`config.mk`:
```
export PLATFORM = sky130hd
export DESIGN_NAME = mem_arb
export DESIGN_NICKNAME = d
export VERILOG_FILES = /design/src/rtl/mem_arb.sv
export SDC_FILE = /design/constraint.sdc
export NUM_CORES = 1
export LEC_CHECK = 0
export CORE_MARGIN = 4
export CORE_UTILIZATION = 40
export DETAILED_ROUTE_END_ITERATION = 12
export MAX_ROUTING_LAYER = met4
export PLACE_DENSITY = 0.86
export SLEW_MARGIN = 20
export SYNTH_ARGS = -nofsm -noshare
export SYNTH_HDL_FRONTEND = slang
export SYNTH_SLANG_ARGS = --single-unit
```
`constraint.sdc`:
```
create_clock -name clk -period 4 [get_ports clk]
set_input_delay 0.6 -clock clk [delete_from_list [all_inputs] [get_ports clk]]
set_output_delay 0.6 -clock clk [all_outputs]
set_load 0.05 [all_outputs]
```
`src/rtl/mem_arb.sv`:
```
// rtl/mem_arb.sv - icache/dcache arbiter and single-word burst sequencer for the external memory port
module mem_arb #(
    parameter int ICACHE_LINE_SIZE = 64,
    parameter int DCACHE_LINE_SIZE = 64
) (
    input  logic                                      clk,
    input  logic                                      rst,
    input  logic                                      ic_req,
    input  logic [31:0]                               ic_addr,
    output logic                                      ic_gnt,
    output logic                                      ic_rvalid,
    output logic [31:0]                               ic_rdata,
    output logic [$clog2(ICACHE_LINE_SIZE/4)-1:0]     ic_ridx,
    output logic                                      ic_done,
    input  logic                                      dc_req,
    input  logic                                      dc_we,
    input  logic [31:0]                               dc_addr,
    output logic                                      dc_gnt,
    output logic                                      dc_rvalid,
    output logic [31:0]                               dc_rdata,
    output logic [$clog2(DCACHE_LINE_SIZE/4)-1:0]     dc_ridx,
    output logic                                      dc_done,
    output logic [$clog2(DCACHE_LINE_SIZE/4)-1:0]     dc_widx,
    input  logic [31:0]                               dc_wdata,
    output logic                                      mem_req,
    output logic                                      mem_we,
    output logic [31:0]                               mem_addr,
    output logic [31:0]                               mem_wdata,
    input  logic [31:0]                               mem_rdata,
    input  logic                                      mem_ack
);
    localparam int IC_N  = ICACHE_LINE_SIZE / 4;
    localparam int DC_N  = DCACHE_LINE_SIZE / 4;
    localparam int IC_IW = $clog2(IC_N);
    localparam int DC_IW = $clog2(DC_N);
    localparam int IW    = (IC_IW > DC_IW) ? IC_IW : DC_IW;

    localparam logic [IW-1:0] IC_LAST = IW'(IC_N - 1);
    localparam logic [IW-1:0] DC_LAST = IW'(DC_N - 1);
    localparam logic [31:0]   IC_MASK = ~(32'(ICACHE_LINE_SIZE) - 32'd1);
    localparam logic [31:0]   DC_MASK = ~(32'(DCACHE_LINE_SIZE) - 32'd1);

    typedef enum logic [1:0] {IDLE, BURST, DONE} state_t;

    state_t        state;
    logic          sel_dc;
    logic          we_r;
    logic          last_dc;
    logic [31:0]   base;
    logic [IW-1:0] idx;

    logic bursting;
    logic last_word;
    logic pick_dc;

    // Memory-side outputs decode straight from flops, so they are clean and zero outside BURST.
    assign bursting  = (state == BURST);
    assign mem_req   = bursting;
    assign mem_we    = bursting & we_r;
    assign mem_addr  = bursting ? (base | {{(30-IW){1'b0}}, idx, 2'b00}) : 32'd0;
    assign mem_wdata = mem_we ? dc_wdata : 32'd0;
    assign dc_widx   = (bursting && sel_dc) ? idx[DC_IW-1:0] : '0;

    assign last_word = (idx == (sel_dc ? DC_LAST : IC_LAST));
    // On a tie the client that was not granted last wins.
    assign pick_dc   = dc_req && (!ic_req || !last_dc);

    always_ff @(posedge clk) begin
        if (rst) begin
            state     <= IDLE;
            sel_dc    <= 1'b0;
            we_r      <= 1'b0;
            last_dc   <= 1'b0;
            base      <= 32'd0;
            idx       <= '0;
            ic_gnt    <= 1'b0;
            ic_rvalid <= 1'b0;
            ic_rdata  <= 32'd0;
            ic_ridx   <= '0;
            ic_done   <= 1'b0;
            dc_gnt    <= 1'b0;
            dc_rvalid <= 1'b0;
            dc_rdata  <= 32'd0;
            dc_ridx   <= '0;
            dc_done   <= 1'b0;
        end else begin
            ic_gnt    <= 1'b0;
            dc_gnt    <= 1'b0;
            ic_rvalid <= 1'b0;
            dc_rvalid <= 1'b0;
            ic_done   <= 1'b0;
            dc_done   <= 1'b0;
            case (state)
                IDLE: begin
                    if (ic_req || dc_req) begin
                        state   <= BURST;
                        sel_dc  <= pick_dc;
                        last_dc <= pick_dc;
                        idx     <= '0;
                        if (pick_dc) begin
                            dc_gnt <= 1'b1;
                            base   <= dc_addr & DC_MASK;
                            we_r   <= dc_we;
                        end else begin
                            ic_gnt <= 1'b1;
                            base   <= ic_addr & IC_MASK;
                            we_r   <= 1'b0;
                        end
                    end
                end
                BURST: begin
                    if (mem_ack) begin
                        idx <= idx + IW'(1);
                        if (!we_r) begin
                            if (sel_dc) begin
                                dc_rvalid <= 1'b1;
                                dc_rdata  <= mem_rdata;
                                dc_ridx   <= idx[DC_IW-1:0];
                            end else begin
                                ic_rvalid <= 1'b1;
                                ic_rdata  <= mem_rdata;
                                ic_ridx   <= idx[IC_IW-1:0];
                            end
                        end
                        if (last_word) begin
                            state <= DONE;
                            if (sel_dc) begin
                                dc_done <= 1'b1;
                            end else begin
                                ic_done <= 1'b1;
                            end
                        end
                    end
                end
                DONE: begin
                    state <= IDLE;
                    idx   <= '0;
                end
                default: state <= IDLE;
            endcase
        end
    end
endmodule

```
After elaboration in Yosys (flattened, before gate mapping)

Index checks and enable logic that the tools add are counted.

Logic and storage cells: 63
Register bits after elaboration: 118
Output and inout bits: 148
Input port bits: 134

$add $sub $neg: 1
Equality and inequality tests: 6
Bitwise logic cells: 9
Reductions and logical operators: 16
Muxes and demuxes: 16

Operators by type and width:

| cell                                                                   | number |
|---|---|
| 32-bit two-way mux                                                     | 3 |
| 32-bit by 6-bit bitwise OR with 32-bit output                          | 1 |
| 4-bit two-way mux                                                      | 3 |
| 4-bit case mux with 3 select lines                                     | 1 |
| 4-bit AND reduction                                                    | 2 |
| 4-bit OR reduction                                                     | 2 |
| 1-bit NOT                                                              | 7 |
| 2-bit two-way mux                                                      | 3 |
| 3-bit AND reduction                                                    | 2 |
| 1-bit two-way mux                                                      | 5 |
| 4-bit by 1-bit adder with 4-bit output (second input constant)         | 1 |
| 4-bit equality test (second input constant)                            | 1 |
| 2-bit != test (second input constant)                                  | 2 |
| 2-bit case mux with 2 select lines                                     | 1 |
| 3-bit nonzero test                                                     | 1 |
| 3-bit OR reduction                                                     | 1 |
| 2-bit by 1-bit equality test with 1-bit output (second input constant) | 1 |
| 2-bit equality test (second input constant)                            | 1 |
| 1-bit logical AND                                                      | 2 |
| 1-bit logical NOT                                                      | 2 |
| 2-bit logical NOT                                                      | 1 |
| 1-bit logical OR                                                       | 2 |
| 2-bit by 1-bit != test with 1-bit output (second input constant)       | 1 |
| 2-bit AND reduction                                                    | 1 |
| 1-bit bitwise AND                                                      | 1 |

Longest topological paths before layout

Gate-level depths: netlist of the first run.

Depth after elaboration: 4
Depth in mapped cells: 7
Mapped depth without buffers: 5

Worst setup path before layout of the first run

Ideal clock, no wire load.

Kind: register -> output
Start: reg state[0]
End: out mem_addr[23]
Arrival: 1.760 ns
Buffers on the path: 2
Cell stages (with the launch flop): 6
Required time: 3.400 ns
Setup slack: 1.640 ns
Cells stage by stage: dfxtp_1 nand2b_1 buf_2 inv_2 clkbuf_1 and2_1

Longest elaborated chain between the ends: 2

Ends and longest elaborated chain:

| element                                        | line | RTL |
|---|---|---|
| from (decl)                                    | 45   | `state_t state;` |
| from (signal assigned)                         | 70   | `state <= IDLE;` |
| from (signal assigned)                         | 96   | `state <= BURST;` |
| from (signal assigned)                         | 126  | `state <= DONE;` |
| 2-bit by 1-bit equality test with 1-bit output | 57   | `assign bursting = (state == BURST);` |
| via mem_req                                    | 25   | `output logic mem_req,` |
| 32-bit two-way mux                             | 60   | `assign mem_addr = bursting ? (base \| {{(30-IW){1'b0}}, idx, 2'b00}) : 32'd0;` |
| to (decl)                                      | 27   | `output logic [31:0] mem_addr,` |

The timed path passes the listed nets, and every way through them passes these cells.

Worst setup path in the final report of the first run

Start: reg state[0]
End: out dc_widx[0]

Longest elaborated chain between the ends: 3

Ends and longest elaborated chain:

| element                                        | line | RTL |
|---|---|---|
| 2-bit by 1-bit equality test with 1-bit output | 57   |  |
| 1-bit logical AND                              | 62   | `assign dc_widx = (bursting && sel_dc) ? idx[DC_IW-1:0] : '0;` |
| 4-bit two-way mux                              | 62   |  |
| to (decl)                                      | 23   | `output logic [$clog2(DCACHE_LINE_SIZE/4)-1:0] dc_widx,` |

Every way passes these cells.

==> metrics.csv, run 1 <==
stage,metric,value,unit
run_status,status,"complete, no violations",
die,die_h,115,µm
final_layout,diodes,0,
routing,wl_met3,1360,µm
timing,rsz0062_at_grt,no,
die,io_pins,282,
routing,routed-wl-met2,7950,µm
clock_tree,cts_root_buf,clkbuf_16,
routing,drc,0,
global_route,grt_pass1_vias,4928,
final_layout,fillers,920,
setup_path,cp.arrival,2.81,ns
final_layout,fin_nets,967,
timing,hold_viol_final,0,
die,die_x,115,µm
pwr,p_sw_share,29.6,%
synth,netlist_instances,598,
routing,routedWlPerCell,15.9,µm
routing,highest_layer,met4,
die,row_count,38,
timing,slew_viol_final,0,
run,cap_violations,0,
timing,finalSetupTns,0,ns
clock_tree,clock_path_buffers,2,
global_route,grt_overflow,0,
timing,slew_headroom,32.5,%
clock_tree,ctsHoldBuffers,0,
hold_path,hp-start,ic_ridx[2],
clock_tree,post_cts_resized,0,
placement,numPortBuffers,267,
synth,synth_top_area_share,48.6,%
placement,gp_congestion,0.930,
synth,synth_area_per_cell,7.71,µm²
final_layout,final_core_util,68.2,%
global_route,grt_start_max_net_pins,68,
pwr,power_density,349,mW/mm²
synth,synth-seq-area-share,48.6,%
routing,wirelength,15600,µm
die,core,0.0111,mm²
final_layout,final_cell_mix,"clkdlybuf4s50_1, nand2_1, dfxtp_1, a21oi_1, nor2_1",
routing,wl_met1,5990,µm
die,start_util,41.6,%
timing,fmax,0.293,GHz
setup_path,critPathKind,reg -> out,
final_layout,areaGrowthSynthToFinish,63.9,%
pwr,internal_power,1850,µW
pwr,p_switching,781,µW
synth,async_flop_share,0,%
placement,place_inst,961,
clock_tree,clock_latency,0.33,ns
synth,syn_area,0.00461,mm²
setup_path,startpoint,state[0],
global_route,antenna_found_initial,0,
clock_tree,htreeDepth,3,
final_layout,mostFrequentLayoutCell,clkdlybuf4s50_1,
setup_path,critPathLaunchType,flop,
timing,layout_worst_path_cycle_share,85.4,%
synth,yosys_warnings,0,
placement,hpwl,11600,µm
routing,drt_iter0_markers,358,
routing,vias,4948,
pwr,p_seq_share,45.6,%
timing,setup_ws,0.586,ns
synth,synth_cell_types,35,
synth,synth_ff_type,dfxtp_1,
setup_path,endpoint_kind,output port,
global_route,grt_first_pass_wirelength,24100,µm
pwr,vdd_drop_max,0.000258,V
placement,place_ws,0.994,ns
clock_tree,clock-sinks,112,
routing,ant_nets,0,
timing,post-route-min-period,3.41,ns
pwr,clockPowerShare,33.1,%
die,die_area,0.0133,mm²
synth,ys_ff_latch,112,
routing,viasPerCell,5.06,
clock_tree,postCtsSetupRepairBufs,0,
pwr,p_leak,0.00283,µW
pwr,power_frac_comb,21.3,%
hold_path,hold_class,reg -> reg,
final_layout,layout-drive-gt1-share,3.35,%
timing,tightest_slew,1.01,ns
setup_path,crit_required,3.40,ns
synth,synth_top_area_cell,dfxtp_1,
global_route,track_usage,23.3,%
synth,synth-edff-count,0,
final_layout,fin_cells,977,
routing,dr.pass1.iters,5,
setup_path,critPathMaxFanout,67,
clock_tree,path_clk_slew,0.08,ns
synth,synth.top_cells.by_area,"dfxtp_1, nand2_1, a21oi_1, a311oi_1, and3_1",
timing,clock_skew,0.00800,ns
setup_path,r2r-start,state[0],
clock_tree,cts_tree,done,
clock_tree,cts_buffers,9,
timing,setup_violations,0,
==> area by class of cell <==
cell class                      instances  area (µm²)  area share (%)
Clock inverter                          6        60.1           0.795
Timing Repair Buffer                  273        2720            35.9
Sequential cell                       112        2240            29.7
Clock buffer                           10         239            3.16
Inverter                                3        11.3           0.149
Tap cell                              140         175            2.32
Multi-Input combinational cell        433        2110            28.0
==> worst max-delay path: stages, from the launching register on <==
cell             delay, ns
dfxtp_1               0.42
nand2b_1              0.24
inv_2                 0.70
and3_1                0.27
clkdlybuf4s50_1       0.84
==> registers in the layout, indices dropped and copies added (netlist names) <==
register / count
ic_rvalid: 1
idx: 4
we_r: 1
last_dc: 1
dc_ridx: 4
dc_rvalid: 1
ic_ridx: 4
base: 26
ic_gnt: 1
dc_done: 1
dc_gnt: 1
state: 2
ic_rdata: 32
ic_done: 1
dc_rdata: 32
==> Yosys cell counts (2+ instances only) <==
library cell  instances
inv_1                 2
a311oi_1             26
clkbuf_1             25
nand2b_1              2
buf_6                 3
nand4_1               2
and2_1               30
nor3_1                4
buf_2                21
nand2_1             201
dfxtp_1             112
and3_1               34
buf_4                 2
nor2_1               40
a21oi_1              74
==> worst paths after layout <==
kind / slack [ns] / cells past startpoint / end
setup / recovery: 0.59 / 4 / dc_widx[0]
hold / removal: 0.46 / 2 / ic_ridx[2]
setup reg to reg: 1.79 / 5 / idx[3]
hold reg to reg: 0.46 / 2 / ic_ridx[2]
==> cells by family after synthesis <==
logic type	share of synthesized area [%]
simple gates	30.5
flops	48.6
compound gates	14.3
buf+inv	5.62
mux	0.461
fa+ha+maj	0.271
other cells	0.0813
xor+xnor	0.190
==> metrics by stage <==
step                cell area [µm²]  power [µW]  hold slack [ns]
global placement               7260        1780            0.442
CTS                            7560        2660            0.457
floorplan                      4610        1550            0.471
finish                         7560        2640            0.455
global route                   7560        2750            0.478
detailed placement             7260        1790            0.447
==> routing by layer <==
| layer | vias up | track usage (%) |
|---|---|---|
| li1 | 2434 | - |
| met1 | 2271 | 26.0 |
| met2 | 225 | 40.5 |
| met3 | 18 | 6.74 |
| met4 | 0 | 6.57 |
| met5 | - | - |
==> power groups by stage <==
stage / sequential, µW / combinational (µW) / clock, µW
floorplan: 1290 / 256 / 0
global placement: 1220 / 553 / 0
detailed placement: 1230 / 563 / 0
CTS: 1200 / 565 / 896
global route: 1210 / 602 / 940
finish: 1200 / 562 / 873
Note: power is estimated with default switching activity, not from simulation.
==> inputs of run 2 (changes only) <==
==> constraint.sdc (replaced) <==
create_clock -name clk -period 4 [get_ports clk]
set_input_delay 0.8 -clock clk [delete_from_list [all_inputs] [get_ports clk]]
set_output_delay 0.8 -clock clk [all_outputs]
set_load 0.05 [all_outputs]
==> run 2 against run 1 <==
  * Clock power shrank 3.8%
  * First-iteration DRC count grew 20%
  * Clock-buffer cell count decreased by 1
  * Sequential cell count is the same
  * Via count rose by 0.53%
  * Hold slack better by 0.0019 ns
  * Non-clock buffer count is 1 higher
  * Total power is 1.2% lower
  * Register-to-register slack lost 0.14 ns
  * Sequential power barely moved
  * Worst setup slack worse by 0.13 ns
  * Sequential share of layout area barely moved
  * Critical path type unchanged
  * Critical endpoint is now mem_wdata[27]
  * Highest routed layer unchanged
==> metrics.csv, run 2 (synthesized netlist as in run 1, its figures left out) <==
stage,metric,value,unit,change
run_status,status,"complete, no violations",,
final_layout,reg_top3,"dc_rdata: 32 flops, ic_rdata: 32 flops, base: 26 flops",,
global_route,grt_pass1_vias,4799,,-2.6%
timing,hold_viol_final,0,,unchanged
die,io_pins,282,,unchanged
timing,layout_worst_path_cycle_share,88.5,%,+3.2 points
global_route,grt_overflow,0,,unchanged
clock_tree,path_clk_slew,0.07,ns,about the same
setup_path,crit_required,3.20,ns,-0.20 ns
global_route,track_usage,23.0,%,-0.31 points
global_route,grt_start_max_net_pins,73,,+7.4%
routing,dr.pass1.iters,6,,+1
placement,gp_congestion,0.903,,-2.9%
die,start_util,41.6,%,unchanged
timing,slew_viol_final,0,,unchanged
clock_tree,cts_tree,done,,
final_layout,layout-drive-gt1-share,3.46,%,+0.12 points
final_layout,final_area,0.00755,mm²,-0.13%
final_layout,fin_nets,968,,+0.10%
setup_path,critical-path-max-stage-delay,0.83,ns,about the same
setup_path,critPathKind,reg -> out,,
die,row_count,38,,unchanged
final_layout,fin_cells,978,,+0.10%
routing,drt_iter0_markers,429,,+20%
clock_tree,cts_buffers,9,,unchanged
setup_path,r2r_cells,6,,+1
setup_path,cp.arrival,2.74,ns,-0.07 ns
clock_tree,ctsHoldBuffers,0,,unchanged
placement,place_inst,962,,+0.10%
clock_tree,htreeDepth,3,,unchanged
timing,setup_ws,0.458,ns,-0.128 ns
timing,fmax,0.282,GHz,-3.6%
placement,numPortBuffers,267,,unchanged
die,core,0.0111,mm²,unchanged
placement,place_area,0.00726,mm²,+0.10%
clock_tree,cts_root_buf,clkbuf_16,,
routing,routedWlPerCell,15.8,µm,-0.85%
global_route,grt_first_pass_wirelength,23700,µm,-1.4%
die,die_x,115,µm,unchanged
setup_path,endpoint_kind,output port,,
die,die_area,0.0133,mm²,unchanged
routing,drc,0,,unchanged
timing,tightest_slew,1.02,ns,+0.00960 ns
final_layout,final_core_util,68.1,%,-0.090 points
pwr,p_leak,0.00282,µW,-0.42%
hold_path,min_path_cells,2,,unchanged
pwr,vdd_drop_max,0.000308,V,+19%
hold_path,hp-start,dc_rdata[25],,
final_layout,areaGrowthSynthToFinish,63.7,%,
clock_tree,postCtsSetupRepairBufs,0,,unchanged
placement,hpwl,11600,µm,-0.23%
routing,vias,4974,,+0.53%
timing,slew_headroom,31.9,%,-0.64 points
clock_tree,clock-sinks,112,,unchanged
final_layout,diodes,0,,unchanged
routing,ant_nets,0,,unchanged
clock_tree,post_cts_resized,0,,unchanged
setup_path,startpoint,state[0],,
clock_tree,clock_latency,0.34,ns,about the same
clock_tree,clock_path_buffers,2,,unchanged
setup_path,critPathMaxFanout,65,,-3.0%
setup_path,cpMaxStageDelayCell,clkdlybuf4s50_1,,
routing,wirelength,15500,µm,-0.75%
placement,place_ws,0.844,ns,-0.151 ns
timing,rsz0062_at_grt,no,,
setup_path,r2r-start,state[0],,
final_layout,mostFrequentLayoutCell,clkdlybuf4s50_1,,
run,cap_violations,0,,unchanged
timing,finalSetupTns,0,ns,unchanged
routing,viasPerCell,5.09,,+0.42%
timing,setup_violations,0,,unchanged
timing,post-route-min-period,3.54,ns,+0.128 ns
final_layout,final_cell_mix,"clkdlybuf4s50_1, nand2_1, dfxtp_1, a21oi_1, nor2_1",,
global_route,antenna_found_initial,0,,unchanged
hold_path,hold_class,reg -> reg,,
die,die_h,115,µm,unchanged
pwr,power_density,345,mW/mm²,-1.1%
timing,clock_skew,0.00675,ns,-0.00125 ns
setup_path,critPathLaunchType,flop,,
setup_path,cp_cell_sequence,nand2b_1 > inv_2 > and3_1 > clkdlybuf4s50_1,,
-- run 2: metrics by stage --
step / total power, µW / hold slack, ns
2_1_floorplan: 1550 / 0.471
3_3_place_gp: 1780 / 0.442
3_5_place_dp: 1790 / 0.449
4_1_cts: 2630 / 0.459
5_1_grt: 2720 / 0.473
6_report: 2600 / 0.457
-- run 2: final timing paths --
| kind | endpoint | slack [ns] |
|---|---|---|
| setup / recovery | mem_wdata[27] | 0.46 |
| hold reg to reg | dc_rdata[25] | 0.46 |
| hold / removal | dc_rdata[25] | 0.46 |
| setup reg to reg | idx[3] | 1.65 |
-- run 2: metal layers --
metal / part of all wire (%) / GRT usage, % / up-vias / routed length, µm
met1: 39 / 26.5 / 2267 / 5980
met2: 50 / 39.1 / 240 / 7760
met5: 0 / - / - / 0
li1: - / - / 2441 / -
met4: 1.9 / 7.04 / 0 / 287
met3: 9.2 / 6.05 / 26 / 1420
-- run 2: worst max-delay path: cells and delay by family (launching register included) --
family / cells / cell delay (ns)
buf+inv: 2 / 1.48
simple gates: 2 / 0.51
flops: 1 / 0.41
-- run 2: area by class of cell --
| cell class | count | area (µm²) |
|---|---|---|
| clock buffers | 9 | 225 |
| flip-flops and latches | 112 | 2240 |
| inverters | 3 | 11.3 |
| repair buffers | 274 | 2720 |
| well taps | 140 | 175 |
| fillers | 909 | 3530 |
| multi-input cells | 433 | 2110 |
| clock inverters | 7 | 56.3 |
-- run 2: power by group --
part / total [µW] / leakage [µW] / switching [µW] / internal [µW]
registers: 1200 / 0.000913 / 33.2 / 1170
logic: 563 / 0.00178 / 329 / 234
clock network: 840 / 0.000130 / 411 / 429
total: 2600 / 0.00282 / 774 / 1830
==> inputs of run 3 (changes only) <==
Settings changed: CELL_PAD_IN_SITES_DETAIL_PLACEMENT from default to 2, CELL_PAD_IN_SITES_GLOBAL_PLACEMENT from default to 2, CORE_UTILIZATION 40 to 20, PLACE_DENSITY 0.86 to default, PLACE_DENSITY_LB_ADDON from default to 0.1.
==> run 3 against run 2 <==
  * Cell area grew 3.2%
  * Register-to-register slack worse by 0.23 ns
  * Combinational power rose by 4%
  * Critical path depth grew 1
  * Utilization down 34 points
==> metrics.csv, run 3 (synthesized netlist as in run 1, its figures left out) <==
stage,metric,value,unit,change
setup_path,r2r-start,we_r,,
routing,wirelength,20700,µm,+34%
final_layout,mostFrequentLayoutCell,clkdlybuf4s50_1,,
timing,clock_skew,0.0112,ns,+0.00445 ns
setup_path,critPathMaxFanout,29,,-55%
die,die_x,160,µm,+39%
timing,tightest_slew,0.962,ns,-0.0604 ns
routing,routedWlPerCell,18.4,µm,+16%
final_layout,reg_top3,"dc_rdata: 32 flops, ic_rdata: 32 flops, base: 26 flops",,
pwr,p_leak,0.00285,µW,+1.2%
timing,finalSetupTns,0,ns,unchanged
clock_tree,post_cts_resized,0,,unchanged
die,io_pins,282,,unchanged
final_layout,final_cell_mix,"clkdlybuf4s50_1, nand2_1, dfxtp_1, a21oi_1, nor2_1",,
pwr,power_density,354,mW/mm²,+2.5%
routing,viasPerCell,4.52,,-11%
final_layout,layout-drive-gt1-share,3.80,%,+0.34 points
clock_tree,postCtsSetupRepairBufs,0,,unchanged
clock_tree,cts_buffers,9,,unchanged
setup_path,startpoint,state[0],,
setup_path,critPathLaunchType,flop,,
hold_path,hp-start,dc_rdata[12],,
global_route,grt_start_max_net_pins,66,,-9.6%
setup_path,crit_required,3.20,ns,about the same
timing,rsz0062_at_grt,no,,
die,start_util,20.4,%,-21 points
die,die_h,160,µm,+39%
routing,ant_nets,0,,unchanged
run,cap_violations,0,,unchanged
timing,slew_viol_final,0,,unchanged
die,core,0.0226,mm²,+100%
setup_path,critPathKind,reg -> out,,
clock_tree,clock-sinks,112,,unchanged
timing,post-route-min-period,3.53,ns,-0.00753 ns
clock_tree,clock_latency,0.35,ns,about the same
clock_tree,clock_path_buffers,2,,unchanged
global_route,grt_overflow,0,,unchanged
hold_path,hold_class,reg -> reg,,
global_route,antenna_found_initial,1,,+1
timing,fmax,0.283,GHz,+0.21%
placement,hpwl,15400,µm,+33%
pwr,vdd_drop_max,0.000245,V,-20%
routing,dr.pass1.iters,4,,-2
die,die_area,0.0255,mm²,+92%
timing,slew_headroom,35.7,%,+3.9 points
timing,hold_viol_final,0,,unchanged
routing,drc,0,,unchanged
final_layout,fin_nets,971,,+0.31%
placement,gp_congestion,0.785,,-13%
placement,numPortBuffers,267,,unchanged
clock_tree,htreeDepth,3,,unchanged
clock_tree,path_clk_slew,0.08,ns,about the same
clock_tree,cts_tree,done,,
clock_tree,ctsHoldBuffers,0,,unchanged
run_status,status,"complete, no violations",,
timing,setup_violations,0,,unchanged
die,row_count,55,,+45%
routing,vias,5097,,+2.5%
pwr,p_total,2750,µW,+5.8%
final_layout,areaGrowthSynthToFinish,68.9,%,
setup_path,endpoint_kind,output port,,
timing,layout_worst_path_cycle_share,88.4,%,-0.19 points
global_route,grt_pass1_vias,5842,,+22%
clock_tree,cts_root_buf,clkbuf_16,,
global_route,track_usage,16.4,%,-6.6 points
setup_path,cp.arrival,2.73,ns,about the same
routing,drt_iter0_markers,102,,-76%
global_route,grt_first_pass_wirelength,32500,µm,+37%
run 3: worst max-delay path: stages (launching register included):
cell and delay, ns:
dfxtp_1 0.42, nand2b_1 0.25, inv_2 0.39, buf_4 0.30
and3_1 0.19, clkdlybuf4s50_1 0.83
run 3: power by group:
part	switching, µW	internal [µW]	leakage [µW]
Clock	469	502	0.000150
Combinational	347	236	0.00179
Sequential	33.4	1170	0.000913
Total	849	1910	0.00285
run 3: routing by layer:
layer	part of all wire, %	vias to the layer above	track usage, %
li1	-	2444	-
met1	40	2458	17.3
met2	50	183	28.8
met3	9.4	12	6.76
met4	1.2	0	3.60
met5	0	-	-
run 3: final cells by class:
class | count | area [µm²]
repair buffers | 277 | 2750
inverters | 3 | 11.3
flip-flops and latches | 112 | 2240
clock inverters | 7 | 86.3
diodes | 1 | 2.50
fillers | 2567 | 14900
well taps | 285 | 357
multi-input cells | 433 | 2120
clock buffers | 9 | 225
run 3: per-stage QoR:
stage                     setup slack [ns]  area (µm²)  hold slack (ns)  std cells  util, %
after floorplan                       1.44        4610            0.471        599        -
after global placement               0.839        7470            0.441       1110     33.0
after detailed placement             0.824        7470            0.455       1110     33.0
after CTS                            0.397        7780            0.467       1126     34.4
after global routing                 0.238        7790            0.490       1127     34.4
final                                0.466        7790            0.461       1127     34.4
run 3: path summary, 6_finish.rpt:
path,to,slack (ns),depth (start not counted)
worst max-delay path,mem_wdata[28],0.47,5
worst min-delay path,dc_rdata[12],0.46,2
worst max register to register,dc_rdata[17],1.42,5
worst min register to register,dc_rdata[12],0.46,2
